<file path="src/rtl/lfsr_rand_arb.sv">
// lfsr_rand_arb: a single Fibonacci LFSR shared round-robin between NUM_REQ
// requesters. Each round picks a winner, advances the LFSR STEPS times and
// hands the winner the freshly generated value with a one-cycle grant.
// Software can load a seed through the cfg port while the block is idle.
//
// Optional build macro: LFSR_LOCKUP_RECOVER_EN
//   defined   - an all-zero cfg seed loads DEFAULT_SEED instead and sets the
//               sticky lockup_o flag (cleared only by reset).
//   undefined - an all-zero seed is loaded as-is; lockup_o stays 0.
`timescale 1ns/1ps

module lfsr_rand_arb #(
    parameter int                 WIDTH        = 4,
    parameter logic [WIDTH-1:0]   TAPS         = 4'b1001,
    parameter int                 NUM_REQ      = 3,
    parameter int                 STEPS        = 1,
    parameter logic [WIDTH-1:0]   DEFAULT_SEED = 4'b0001
) (
    input  logic               clk,
    input  logic               reset,
    input  logic               en_i,
    input  logic               cfg_load_i,
    input  logic [WIDTH-1:0]   cfg_seed_i,
    input  logic [NUM_REQ-1:0] req_i,
    output logic [NUM_REQ-1:0] gnt_o,
    output logic               rnd_valid_o,
    output logic [WIDTH-1:0]   rnd_o,
    output logic [WIDTH-1:0]   lfsr_o,
    output logic               busy_o,
    output logic               lockup_o
);

    localparam int PW = (NUM_REQ > 1) ? $clog2(NUM_REQ) : 1;

    localparam logic [1:0] S_IDLE  = 2'd0;
    localparam logic [1:0] S_STEP  = 2'd1;
    localparam logic [1:0] S_GRANT = 2'd2;

    logic [1:0]       state;
    logic [WIDTH-1:0] lfsr;
    logic [WIDTH-1:0] lfsr_next;
    logic [PW-1:0]    ptr;        // requester with highest priority
    logic [PW-1:0]    win;        // winner of the round in progress
    logic [3:0]       cnt;        // advances still to make this round
    logic             lockup_q;

    logic [PW-1:0]    cand;
    logic [PW-1:0]    pick;
    logic             pick_found;

    assign lfsr_next = {lfsr[WIDTH-2:0], ^(lfsr & TAPS)};
    assign lfsr_o    = lfsr;
    assign lockup_o  = lockup_q;

    // Round-robin search: first asserted request at or after ptr, cyclic.
    always_comb begin
        // NOTE: every variable gets a default before the loop so no path can
        // leave it unassigned, which would otherwise infer a latch.
        cand       = '0;
        pick       = '0;
        pick_found = 1'b0;
        for (int i = 0; i < NUM_REQ; i++) begin
            cand = PW'((int'(ptr) + i) % NUM_REQ);
            if (!pick_found && req_i[cand]) begin
                pick       = cand;
                pick_found = 1'b1;
            end
        end
    end

    // Arbitration FSM, LFSR datapath and all registered outputs.
    always_ff @(posedge clk or negedge reset) begin
        if (!reset) begin
            state       <= S_IDLE;
            lfsr        <= DEFAULT_SEED;
            ptr         <= '0;
            win         <= '0;
            cnt         <= '0;
            lockup_q    <= 1'b0;
            gnt_o       <= '0;
            rnd_valid_o <= 1'b0;
            rnd_o       <= '0;
            busy_o      <= 1'b0;
        end else begin
            // NOTE: sequential state uses non-blocking assignments only, so
            // every register here samples pre-edge values regardless of order.
            gnt_o       <= '0;
            rnd_valid_o <= 1'b0;
            case (state)
                S_IDLE: begin
                    if (cfg_load_i) begin
`ifdef LFSR_LOCKUP_RECOVER_EN
                        if (cfg_seed_i == '0) begin
                            lfsr     <= DEFAULT_SEED;
                            lockup_q <= 1'b1;
                        end else begin
                            lfsr <= cfg_seed_i;
                        end
`else
                        lfsr <= cfg_seed_i;
`endif
                    end else if (en_i && pick_found) begin
                        win    <= pick;
                        cnt    <= 4'(STEPS);
                        state  <= S_STEP;
                        busy_o <= 1'b1;
                    end
                end
                S_STEP: begin
                    if (!req_i[win]) begin
                        // Winner withdrew: abandon, keep advances already made.
                        state  <= S_IDLE;
                        busy_o <= 1'b0;
                    end else begin
                        lfsr <= lfsr_next;
                        if (cnt == 4'd1) begin
                            state       <= S_GRANT;
                            gnt_o       <= NUM_REQ'(1) << win;
                            rnd_valid_o <= 1'b1;
                            rnd_o       <= lfsr_next;
                        end else begin
                            cnt <= cnt - 4'd1;
                        end
                    end
                end
                S_GRANT: begin
                    ptr    <= (win == PW'(NUM_REQ - 1)) ? '0 : win + 1'b1;
                    state  <= S_IDLE;
                    busy_o <= 1'b0;
                end
                default: begin
                    state  <= S_IDLE;
                    busy_o <= 1'b0;
                end
            endcase
        end
    end

endmodule
</file>
<file path="config.mk">
export PLATFORM = sky130hd
export DESIGN_NAME = lfsr_rand_arb
export DESIGN_NICKNAME = d
export VERILOG_FILES = /design/src/rtl/lfsr_rand_arb.sv
export SDC_FILE = /design/constraint.sdc
export NUM_CORES = 1
export LEC_CHECK = 0
export CORE_MARGIN = 2
export CORE_UTILIZATION = 45
export CTS_BUF_LIST = sky130_fd_sc_hd__clkbuf_4 sky130_fd_sc_hd__clkbuf_8
export DETAILED_ROUTE_END_ITERATION = 10
export MAX_ROUTING_LAYER = met4
export PLACE_DENSITY = 0.74
export SLEW_MARGIN = 40
export SYNTH_ARGS = -nofsm -noshare
export SYNTH_HDL_FRONTEND = slang
export SYNTH_SLANG_ARGS = --single-unit
</file>
<file path="constraint.sdc">
create_clock -name clk -period 2 [get_ports clk]
set_clock_uncertainty 0.2 [all_clocks]
set_input_delay 0.4 -clock clk [delete_from_list [all_inputs] [get_ports clk]]
set_output_delay 0.4 -clock clk [all_outputs]
set_load 0.01 [all_outputs]
</file>
* Word-level counts from Yosys, hierarchy flattened
Index checks and enable logic that the tools add are counted.
** Word-level totals
- Bits in registers :: 23
- Bits of input ports :: 11
- Output and inout bits :: 14
- Word-level logic and storage cells :: 85
** Cells by class
- Add/subtract/negate cells :: 4
- Div/mod/pow operators :: 3
- Order comparisons :: 4
- Equal/unequal tests :: 11
- Shift-type cells :: 1
- Multiplexer cells :: 38
- Bitwise logic cells :: 1
- Reductions and logical operators :: 14
** Operators with widths (count)
- $mod 32x3->32 const B :: 2
- $mod 3x3->32 const B :: 1
- $mux 4 :: 6
- $mux 2 :: 8
- $pmux 4 s2 :: 2
- $reduce_and 3->1 :: 5
- $mux 1 :: 13
- $lt 2x3->1 const B :: 4
- $ne 2x2->1 const B :: 6
- $mux 3 :: 3
- $bmux 1 s2 :: 4
- $reduce_and 5->1 :: 1
- $eq 2x2->1 const B :: 2
- $eq 4x1->1 const B :: 1
- $pmux 2 s2 :: 1
- $reduce_xor 4->1 :: 1
- $sub 4x1->4 const B :: 1
- $add 2x1->3 const B :: 1
- $add 2x2->3 const B :: 1
- $logic_and 1x1->1 :: 3
- $ne 3x3->1 const B :: 1
- $shl 1x2->3 const A :: 1
- $add 2x1->2 const B :: 1
- $eq 2x1->1 const B :: 1
- 5 further kinds :: 6

* Logic depth before layout (Yosys ltp)
Gate-level depths: netlist of the first run.
- Depth in word-level cells :: 14
- Mapped depth :: 7
- Depth with buffers taken out :: 7

* Worst setup path after synthesis of the first run
OpenSTA, ideal clock, no wires.
- Path type :: flip-flop to flip-flop
- Start :: register ptr[0]
- End :: register cnt[3]
- Setup time :: 0.068 ns
- Arrival time :: 1.763 ns
- Required time :: 1.732 ns
- Path slack :: -0.031 ns
- Cell stages (with the launch flop) :: 8
- Buffers on the path :: 0
- Period minus slack after synthesis :: 2.031 ns
- Cell sequence :: dfrtp_1 > inv_1 > ha_1 > nor2b_1 > o21ai_1 > o2111ai_1 > o21ai_2 > a32o_1
** Between the ends
- Cells in the longest elaborated chain, start to end :: 13
- Elaborated cells between the ends (all ways) :: 21
- Those cells by class :: add/sub: 2; div: 3; eq/ne: 1; mux: 9; reduce/logical: 6
** RTL lines
- from (decl) :: RTL line 42 : logic [PW-1:0] ptr;
- from (signal assigned) :: RTL line 127 : ptr <= (win == PW'(NUM_REQ - 1)) ? '0 : win + 1'b1;
- parallel branches: the longest is 9 deep, another holds $mod 32x3->32
- $mux 1 (*) :: RTL line 64 : if (!pick_found && req_i[cand]) begin
- $logic_and 1x1->1 (*) :: RTL line 102 : end else if (en_i && pick_found) begin
- $ne 2x2->1 (no line) (*)
- $reduce_and 5->1 (no line) (*)
- to (signal assigned) :: RTL line 104 : cnt <= 4'(STEPS);
- to (signal assigned) :: RTL line 122 : cnt <= cnt - 4'd1;
- to (decl) :: RTL line 44 : logic [3:0] cnt;
Mark *: on every way between the ends. The select of a mux whose other input is x is not followed.
A chain may end at the register's enable or synchronous reset.

* Final worst setup path of the first run
Same ends and word-level chain as after synthesis.

==> metrics, run 1 <==
H-tree depth=1; Synth area leaders=dfrtp_1 42%, ha_1 5.8%, mux2i_1 4.6%; Clock Sink Count=23; Starting Density=47.1%; most frequent CP cell=buf_4; CTS tree=built; Clock Path Buffers=2; Post-Syn Nets=147; first-pass GRT wire length=4.76 mm; CP Class=register to register; number of synthesized register bits=23; Top FF cell, synth=dfrtp_1; largest net degree at the start of global routing=24; Die W=~58 um; Filler cells=200; Clk Latency, worst-skew pair=slightly above 0.3 ns; Post-CTS Hold Buffers=0; kind of end point of the critical path=register; Die Area=3340 um^2; GRT overflow=0; MaxCap Viol Count=0; Cell Rows=19; unrepaired setup endpoints after global routing=yes; crit path DAT=~2 ns; clock-pin slew on the worst setup and hold paths=about 0.12 ns; number of diodes=0; Reg2Reg Setup Slack=-0.004 ns; Reg2Reg Capture Point=cnt[3]; commonest non-fill, non-tap cell in the layout=buf_4; Synth async-reset ratio=100%; vias in the first global route=between 1,000 and 1,500; antenna-violating nets left=0; initial antenna violation count=0; Final HPWL DP=around 2.1 mm; # setup viols final=1; RD Place Congestion=~0.86; most frequent cells in the layout=22 x buf_4, 21 x dfrtp_1, 21 x clkdlybuf4s50_1, 11 x nand2_1, 8 x o21ai_0; Post-Route WL=2.91 mm; area growth from synthesis to layout=44.3%; Port Buf Inserts=23; Synth Instances=130; wire length per cell=between 10 and 15 um; RR Startpoint=ptr[0]; vias after detailed routing=approximately 1,100; total CTS buffers=3; crit share post-route=100%; Max Clk Rate=about 500 MHz; worst-path cell chain=inv_2 > ha_4 > buf_4 > buf_4 > o2111ai_4 > o21ai_4 > a32o_1; Max IR drop VDD=998 uV; share of cells above drive strength 1=between 30% and 40%; DR DRC count=0; Iter 0 DRT Violations=40; Post-Syn Area=approximately 1300 um^2; Total GRT Usage=between 10% and 20%; CP max stage cell=dfrtp_2; Critical Path Fanout Max=7; power density over cell area=around 1400 nW/um^2; DIE HEIGHT=about 58 um; CORE AREA=2760 um^2; Final #Nets=roughly 190; Worst Path Required=about 2.0 ns; Vias/cell=around 5.3; Hold Vio Cnt, Final=0; Ys Warns=1; Root Buffer=clkbuf_4; worst setup margin=-0.00363 ns; CP max stage delay=approximately 0.47 ns; Post-synth EDFFs=0; final critical-path required period=around 2 ns; P_leak=between 0.8 and 0.9 nW; DR pass1 iterations=4; Reg2Reg Depth=7; violated checks=negative setup slack; post-layout power=0.00255 W; area share of the largest cell type after synthesis=roughly 42%; Hold Path Class=input pin to asynchronous set/reset pin; Synth area leader=dfrtp_1; status=finished, violations left; crit path launch type=register; I/O pin cnt=25; sequential share of the synthesized area=between 40% and 50%; Mapped Avg Cell Area=~10 um^2; Hold WS=roughly 0.22 ns; count of cell types in the netlist=43; Final Max Slew Viols=0
==> flip-flops by register name, indices dropped and copies added, names as in the netlist <==
name / flops
rnd_o: 4
cnt: 4
rnd_valid_o: 1
ptr: 2
state: 2
busy_o: 1
lfsr_o: 4
gnt_o: 3
win: 2
==> how the worst max path moves through the flow <==
stage          startpoint       end  slack (ns)  depth (start not counted)
5_1_grt            ptr[0]    cnt[3]       -0.08                          7
3_3_place_gp     req_i[2]  rnd_o[3]       -0.28                          5
2_1_floorplan      ptr[0]    win[0]        0.03                          7
3_5_place_dp     req_i[2]  rnd_o[2]       -0.33                          5
6_report           ptr[0]    cnt[3]      -0.004                          7
4_1_cts            ptr[1]    cnt[3]       -0.01                          7
==> per-layer routing <==
layer	up-vias	wire length [um]	track usage, %
met3	2	89	4.02
met2	12	1450	31.2
met1	533	1350	24.4
li1	539	-	-
met4	0	9	2.99
met5	-	0	-
==> stage by stage <==
stage	cell area [um^2]	util [%]	setup slack, ns	TNS, ns	instances
6_report	1880	68.0	-0.00363	-0.00363	205
5_1_grt	1880	68.0	-0.0778	-0.291	205
4_1_cts	1820	65.9	-0.0138	-0.0138	202
3_5_place_dp	1660	60.3	-0.331	-4.65	195
3_3_place_gp	1660	60.3	-0.279	-3.52	195
2_1_floorplan	1310	-	0.0338	0	130
==> synth_stat cells (all sizes together), types with 2 or more instances <==
cell type and number:
a21oi 3, a31o 2, a32o 2, buf 5, dfrtp 22, ha 6
inv 9, mux2 4, mux2i 6, nand2 12, nand2b 4, nor2 7
nor2b 7, nor3 4, o21ai 12, or3 2
==> final cells by class <==
cell class	instances	area, um^2	share of cell area [%]
clock buffers	3	22.5	1.20
repair buffers	46	408	21.7
multi-input cells	92	790	42.1
well taps	31	38.8	2.07
inverters	9	33.8	1.80
flip-flops and latches	23	578	30.8
clock inverters	1	5.00	0.267
==> critical path: cells and delay by family (launching register included) <==
family                     cells  cell delay [ns]
AOI/OAI and AO/OA              3             0.65
adders and majority gates      1             0.21
buffers and inverters          3             0.38
DFF                            1             0.47
==> report_power, final <==
| group | switching [W] | internal (W) |
|---|---|---|
| combinational | 0.000669 | 0.000841 |
| sequential | 0.000179 | 0.000646 |
| clock | 0.000135 | 0.0000748 |
| total | 0.000983 | 0.00156 |
==> kinds of logic (layout without fill, tap and decap cells) <==
logic type	Yosys count	after routing	synth area share, %
XOR/XNOR	1	1	0.674
adder cells (fa/ha/maj)	6	6	5.77
AO/OA/AOI/OAI	33	33	18.0
buffers and inverters	15	59	6.06
multiplexers	10	10	8.95
flip-flops	23	23	44.4
AND/OR/NAND/NOR	41	41	15.9
other	1	1	0.288
==> timing repair <==
item,4_1_cts,5_1_grt
setup buffers,3,3
endpoints found under the setup margin,9,11
pin swaps,7,11
gates resized for setup,23,7
Power figures use the tool's default switching activity.
==> run 2, diff against run 1 <==
- CORE_MARGIN: 2 -> 1.5
- clock period: 2 -> 1.8 ns (I/O delays scaled with it)
==> run 2 against run 1 <==
Against the previous run:
- the flow still finishes with violations (negative setup slack)
- setup slack lost 0.28 ns
- clock power grew 14%
- global-route usage grew 2.5 points
- flip-flop and latch count is the same
- routed wire length grew 32%
- cell count grew 9.8%
- first-iteration DRC count shrank 13%
- largest cell class unchanged
==> metrics, run 2 (synthesized netlist as in run 1, its figures left out) <==
Clk Latency, worst-skew pair=0.32 ns; number of diodes=0; Die Area=3220 um^2; Clock Path Buffers=2; Total GRT Usage=a little over a fifth; initial antenna violation count=0; Cell Rows=19; final critical-path required period=2.08 ns; vias after detailed routing=about 1,200; total CTS buffers=3; DIE HEIGHT=56.8 um; # setup viols final=19; share of cells above drive strength 1=a little over two fifths; CP max stage cell=dfrtp_2; antenna-violating nets left=0; Starting Density=47.1%; wire length per cell=between 15 and 20 um; status=finished, violations left; worst setup margin=-0.283 ns; CTS tree=built; CP max stage delay=~0.45 ns; Max Clk Rate=480 MHz; Die W=56.8 um; Critical Path Fanout Max=3; most frequent CP cell=buf_12; MaxCap Viol Count=0; Hold Path Class=input pin to asynchronous set/reset pin; vias in the first global route=~1,200; Final #Nets=212; P_leak=~1.1 nW; DR DRC count=0; Iter 0 DRT Violations=35; area growth from synthesis to layout=63.2%; I/O pin cnt=25; first-pass GRT wire length=just over 5 mm; placed cell area=around 1800 um^2; clock-pin slew on the worst setup and hold paths=approximately 0.13 ns; crit path DAT=~2.2 ns; crit share post-route=116%; Final HPWL DP=around 2.4 mm; unrepaired setup endpoints after global routing=yes; violated checks=negative setup slack; crit path launch type=register; power density over cell area=~1600 nW/um^2; Vias/cell=5.44; Post-CTS Hold Buffers=0; fin area=2120 um^2; Max IR drop VDD=about 1200 uV; H-tree depth=1; Hold Vio Cnt, Final=0; CORE AREA=approximately 2800 um^2; CP Class=register to register; post-layout util=between 70% and 80%; Root Buffer=clkbuf_4; Final Max Slew Viols=0; worst-path cell chain=buf_12 > ha_4 > buf_12 > nor2b_4 > buf_4 > a21boi_1 > a311oi_1 > a41o_1 > a32o_1; Clock Sink Count=23; largest net degree at the start of global routing=24; GRT overflow=0; Port Buf Inserts=23; DR pass1 iterations=4; Post-Route WL=3.83 mm; Worst Path Required=about 1.9 ns; most frequent cells in the layout=37 x buf_4, 21 x dfrtp_1, 10 x clkdlybuf4s50_1, 9 x nand2_1; kind of end point of the critical path=register; commonest non-fill, non-tap cell in the layout=buf_4; RD Place Congestion=around 0.76
-- run 2: cell types whose count changed in the layout (fill, tap and decap cells not counted), moves of 3 or more --
cell,delta
buf_6,+3
dlymetal6s2s_1,+5
o21ai_0,-5
buf_4,+15
dlygate4sd2_1,+6
o21ai_1,+4
clkdlybuf4s50_1,-11
-- run 2: area by class of cell --
class	instances	area, um^2
flip-flops and latches	23	578
clock buffers	3	22.5
repair buffers	66	599
fillers	153	636
clock inverters	1	5.00
multi-input cells	92	845
inverters	9	33.8
well taps	31	38.8
-- run 2: through the flow --
| step | power, W | worst slack, ns | hold WS (ns) | std cells | TNS [ns] |
|---|---|---|---|---|---|
| after detailed placement | 0.00249 | -0.506 | 0.306 | 206 | -8.34 |
| after CTS | 0.00288 | -0.203 | 0.182 | 215 | -1.28 |
| after global routing | 0.00355 | -0.346 | 0.174 | 225 | -3.37 |
| after global placement | 0.00241 | -0.460 | 0.271 | 206 | -7.15 |
| after floorplan | 0.00179 | -0.0338 | -0.136 | 130 | -0.0939 |
| final | 0.00338 | -0.283 | 0.164 | 225 | -2.64 |
-- run 2: timing repair --
action / CTS / global route
resized for setup: 19 / 33
setup buffers: 5 / 10
endpoints found under the setup margin: 28 / 22
endpoints found under the hold margin: 0 / 0
pin swaps: 7 / 17
-- run 2: layer usage --
metal / GRT usage [%] / vias to the layer above / part of all wire (%)
met5: - / - / 0
met4: 6.64 / 0 / 1.5
met3: 4.84 / 9 / 4.3
met2: 38.9 / 30 / 53
met1: 23.0 / 601 / 41
li1: - / 584 / -
-- run 2: report_power, final --
part | switching [W] | internal (W) | total, W
registers | 0.000164 | 0.000717 | 0.000881
clock network | 0.000156 | 0.0000832 | 0.000239
logic | 0.00101 | 0.00124 | 0.00226
total | 0.00133 | 0.00204 | 0.00338
-- run 2: final timing paths --
path                               start        end  slack, ns  cells after the start
max in group asynchronous          reset  lfsr_o[0]       0.94                      2
worst max register to register    ptr[0]     win[0]      -0.28                      9
worst min register to register  rnd_o[0]   rnd_o[0]       0.33                      2
min in group clk                rnd_o[0]   rnd_o[0]       0.33                      2
worst min-delay path               reset     win[1]       0.16                      2
worst max-delay path              ptr[0]     win[0]      -0.28                      9
-- run 2: critical path: cells and delay by family, from the launching register on --
kind	cells	cell delay, ns
AOI/OAI and AO/OA	4	0.70
adders and majority gates	1	0.16
and+or+nand+nor	1	0.14
DFF	1	0.45
buffers and inverters	3	0.40
==> run 3, diff against run 2 <==
- PLACE_DENSITY: 0.74 -> 0.71
- clock period: 1.8 -> 2.4 ns (I/O delays scaled with it)
==> run 3 against run 2 <==
Against the previous run:
- the run now ends clean
- maximum frequency down 9.2%
- setup slack improved by 0.39 ns
- design area down 24%
- clock power shrank 24%
- register-to-register slack gained 0.39 ns
- core utilization decreased by 18 points
- non-clock buffer count decreased by 36
- sequential share of layout area grew 8.5 points
- die area stayed put
- largest cell class unchanged
- largest power group unchanged
==> metrics, run 3 (synthesized netlist as in run 1, its figures left out) <==
status=complete, no violations; total CTS buffers=3; worst setup margin=~0.11 ns; Root Buffer=clkbuf_4; pre-CTS setup slack=-0.0407 ns; number of diodes=0; CP max stage delay=between 0.4 and 0.5 ns; Max IR drop VDD=between 700 and 800 uV; Cell Rows=19; GR Layer Usage met3=between 4 and 5%; vias in the first global route=about 980; crit share post-route=a little over nine tenths; MaxCap Viol Count=0; largest net degree at the start of global routing=24; Clk Latency, worst-skew pair=about 0.32 ns; most frequent cells in the layout=23 x clkdlybuf4s50_1, 22 x dfrtp_1, 12 x nand2_1, 9 x inv_1, 8 x o21ai_0; Post-CTS Hold Buffers=0; Reg2Reg Depth=8; DIE HEIGHT=~57 um; RD Place Congestion=approximately 0.85; GRT overflow=0; final critical-path required period=between 2 and 2.5 ns; crit path DAT=around 2.4 ns; Worst Path Required=2.46 ns; commonest non-fill, non-tap cell in the layout=clkdlybuf4s50_1; Filler cells=250; Starting Density=47.1%; Hold Vio Cnt, Final=0; first-pass GRT wire length=roughly 4.4 mm; CORE AREA=roughly 2800 um^2; Clock Path Buffers=2; Max Clk Rate=roughly 440 MHz; Critical Path Fanout Max=7; # setup viols final=0; Vias/cell=about 5.6; crit path launch type=register; power density over cell area=about 1100 nW/um^2; Post-Route WL=approximately 2.6 mm; clock-pin slew on the worst setup and hold paths=0.13 ns; P_leak=between 0.7 and 0.8 nW; share of cells above drive strength 1=around 14%; met1 Use GR=24.5%; layer with the highest usage=met2; DR DRC count=0; Final HPWL DP=about 2.0 mm; area growth from synthesis to layout=24.1%; Reg2Reg Capture Point=cnt[3]; Final Max Slew Viols=0; Port Buf Inserts=23; Hold WS=roughly 0.29 ns; RR Startpoint=ptr[0]; wire length per cell=approximately 14 um; I/O pin cnt=25; Hold Path Class=input pin to asynchronous set/reset pin; Clock Sink Count=23; initial antenna violation count=0; DR pass1 iterations=4; CTS tree=built; CP max stage cell=dfrtp_1; Die W=around 57 um; Setup TNS Final=0 ns; Total GRT Usage=17.7%; antenna-violating nets left=0; kind of end point of the critical path=register; Iter 0 DRT Violations=35; Reg2Reg Setup Slack=approximately 0.11 ns; worst-path cell chain=inv_1 > ha_1 > nor2b_2 > o21ai_1 > o2111ai_2 > o21ai_2 > buf_4 > a32o_1; H-tree depth=1; Final #Nets=roughly 180; vias after detailed routing=1,051; GR met2 Demand/Resource=between 20% and 30%; CP Class=register to register; Die Area=between 3000 and 4000 um^2
## run 3: changes by cell type in the layout (fill, tap and decap cells not counted), sizes merged
cell	change
buf	-36
clkdlybuf4s50	+13
dlygate4sd2	-7
dlymetal6s2s	-6
## run 3: critical path, delay by kind of cell (launching register included)
kind / cells / cell delay (ns)
AO/OA/AOI/OAI: 4 / 0.79
flip-flops: 1 / 0.42
adder cells (fa/ha/maj): 1 / 0.39
buffers and inverters: 2 / 0.25
AND/OR/NAND/NOR: 1 / 0.20
## run 3: timing repair
action,in CTS,in global routing
setup endpoints to repair,0,7
setup buffers,0,1
gates resized for setup,0,2
## run 3: how the worst max path moves through the flow
| stage | startpoint | end | depth (start not counted) |
|---|---|---|---|
| floorplan | ptr[0] | cnt[3] | 7 |
| global placement | req_i[0] | rnd_o[2] | 5 |
| detailed placement | req_i[2] | rnd_o[3] | 5 |
| CTS | ptr[0] | cnt[3] | 7 |
| global route | ptr[0] | cnt[3] | 8 |
| finish | ptr[0] | cnt[3] | 8 |
## run 3: report_power, final
| group | switching [W] | internal [W] |
|---|---|---|
| combinational | 0.000444 | 0.000509 |
| sequential | 0.000144 | 0.000538 |
| clock | 0.000120 | 0.0000624 |
| total | 0.000708 | 0.00111 |
## run 3: stage by stage
step                      cells  area [um^2]  utilization (%)  power [W]
final                       189         1610             58.5    0.00182
after global routing        189         1610             58.5    0.00196
after CTS                   188         1600             57.9    0.00181
after detailed placement    184         1570             56.9    0.00162
after global placement      184         1570             56.9    0.00159
after floorplan             130         1300                -    0.00128
## run 3: metal layers
layer / part of all wire [%] / wire length (um)
met1: 48 / 1240
met2: 47 / 1200
met3: 4.7 / 120
met4: 0.43 / 11
met5: 0 / 0
## run 3: layout make-up
cell class                      instances  area [um^2]  area share (%)
Clock buffer                            3         22.5            1.40
Timing Repair Buffer                   30          283            17.5
Sequential cell                        23          577            35.8
Tap cell                               31         38.8            2.40
Inverter                                9         33.8            2.09
Clock inverter                          1         5.00           0.310
Multi-Input combinational cell         92          653            40.5
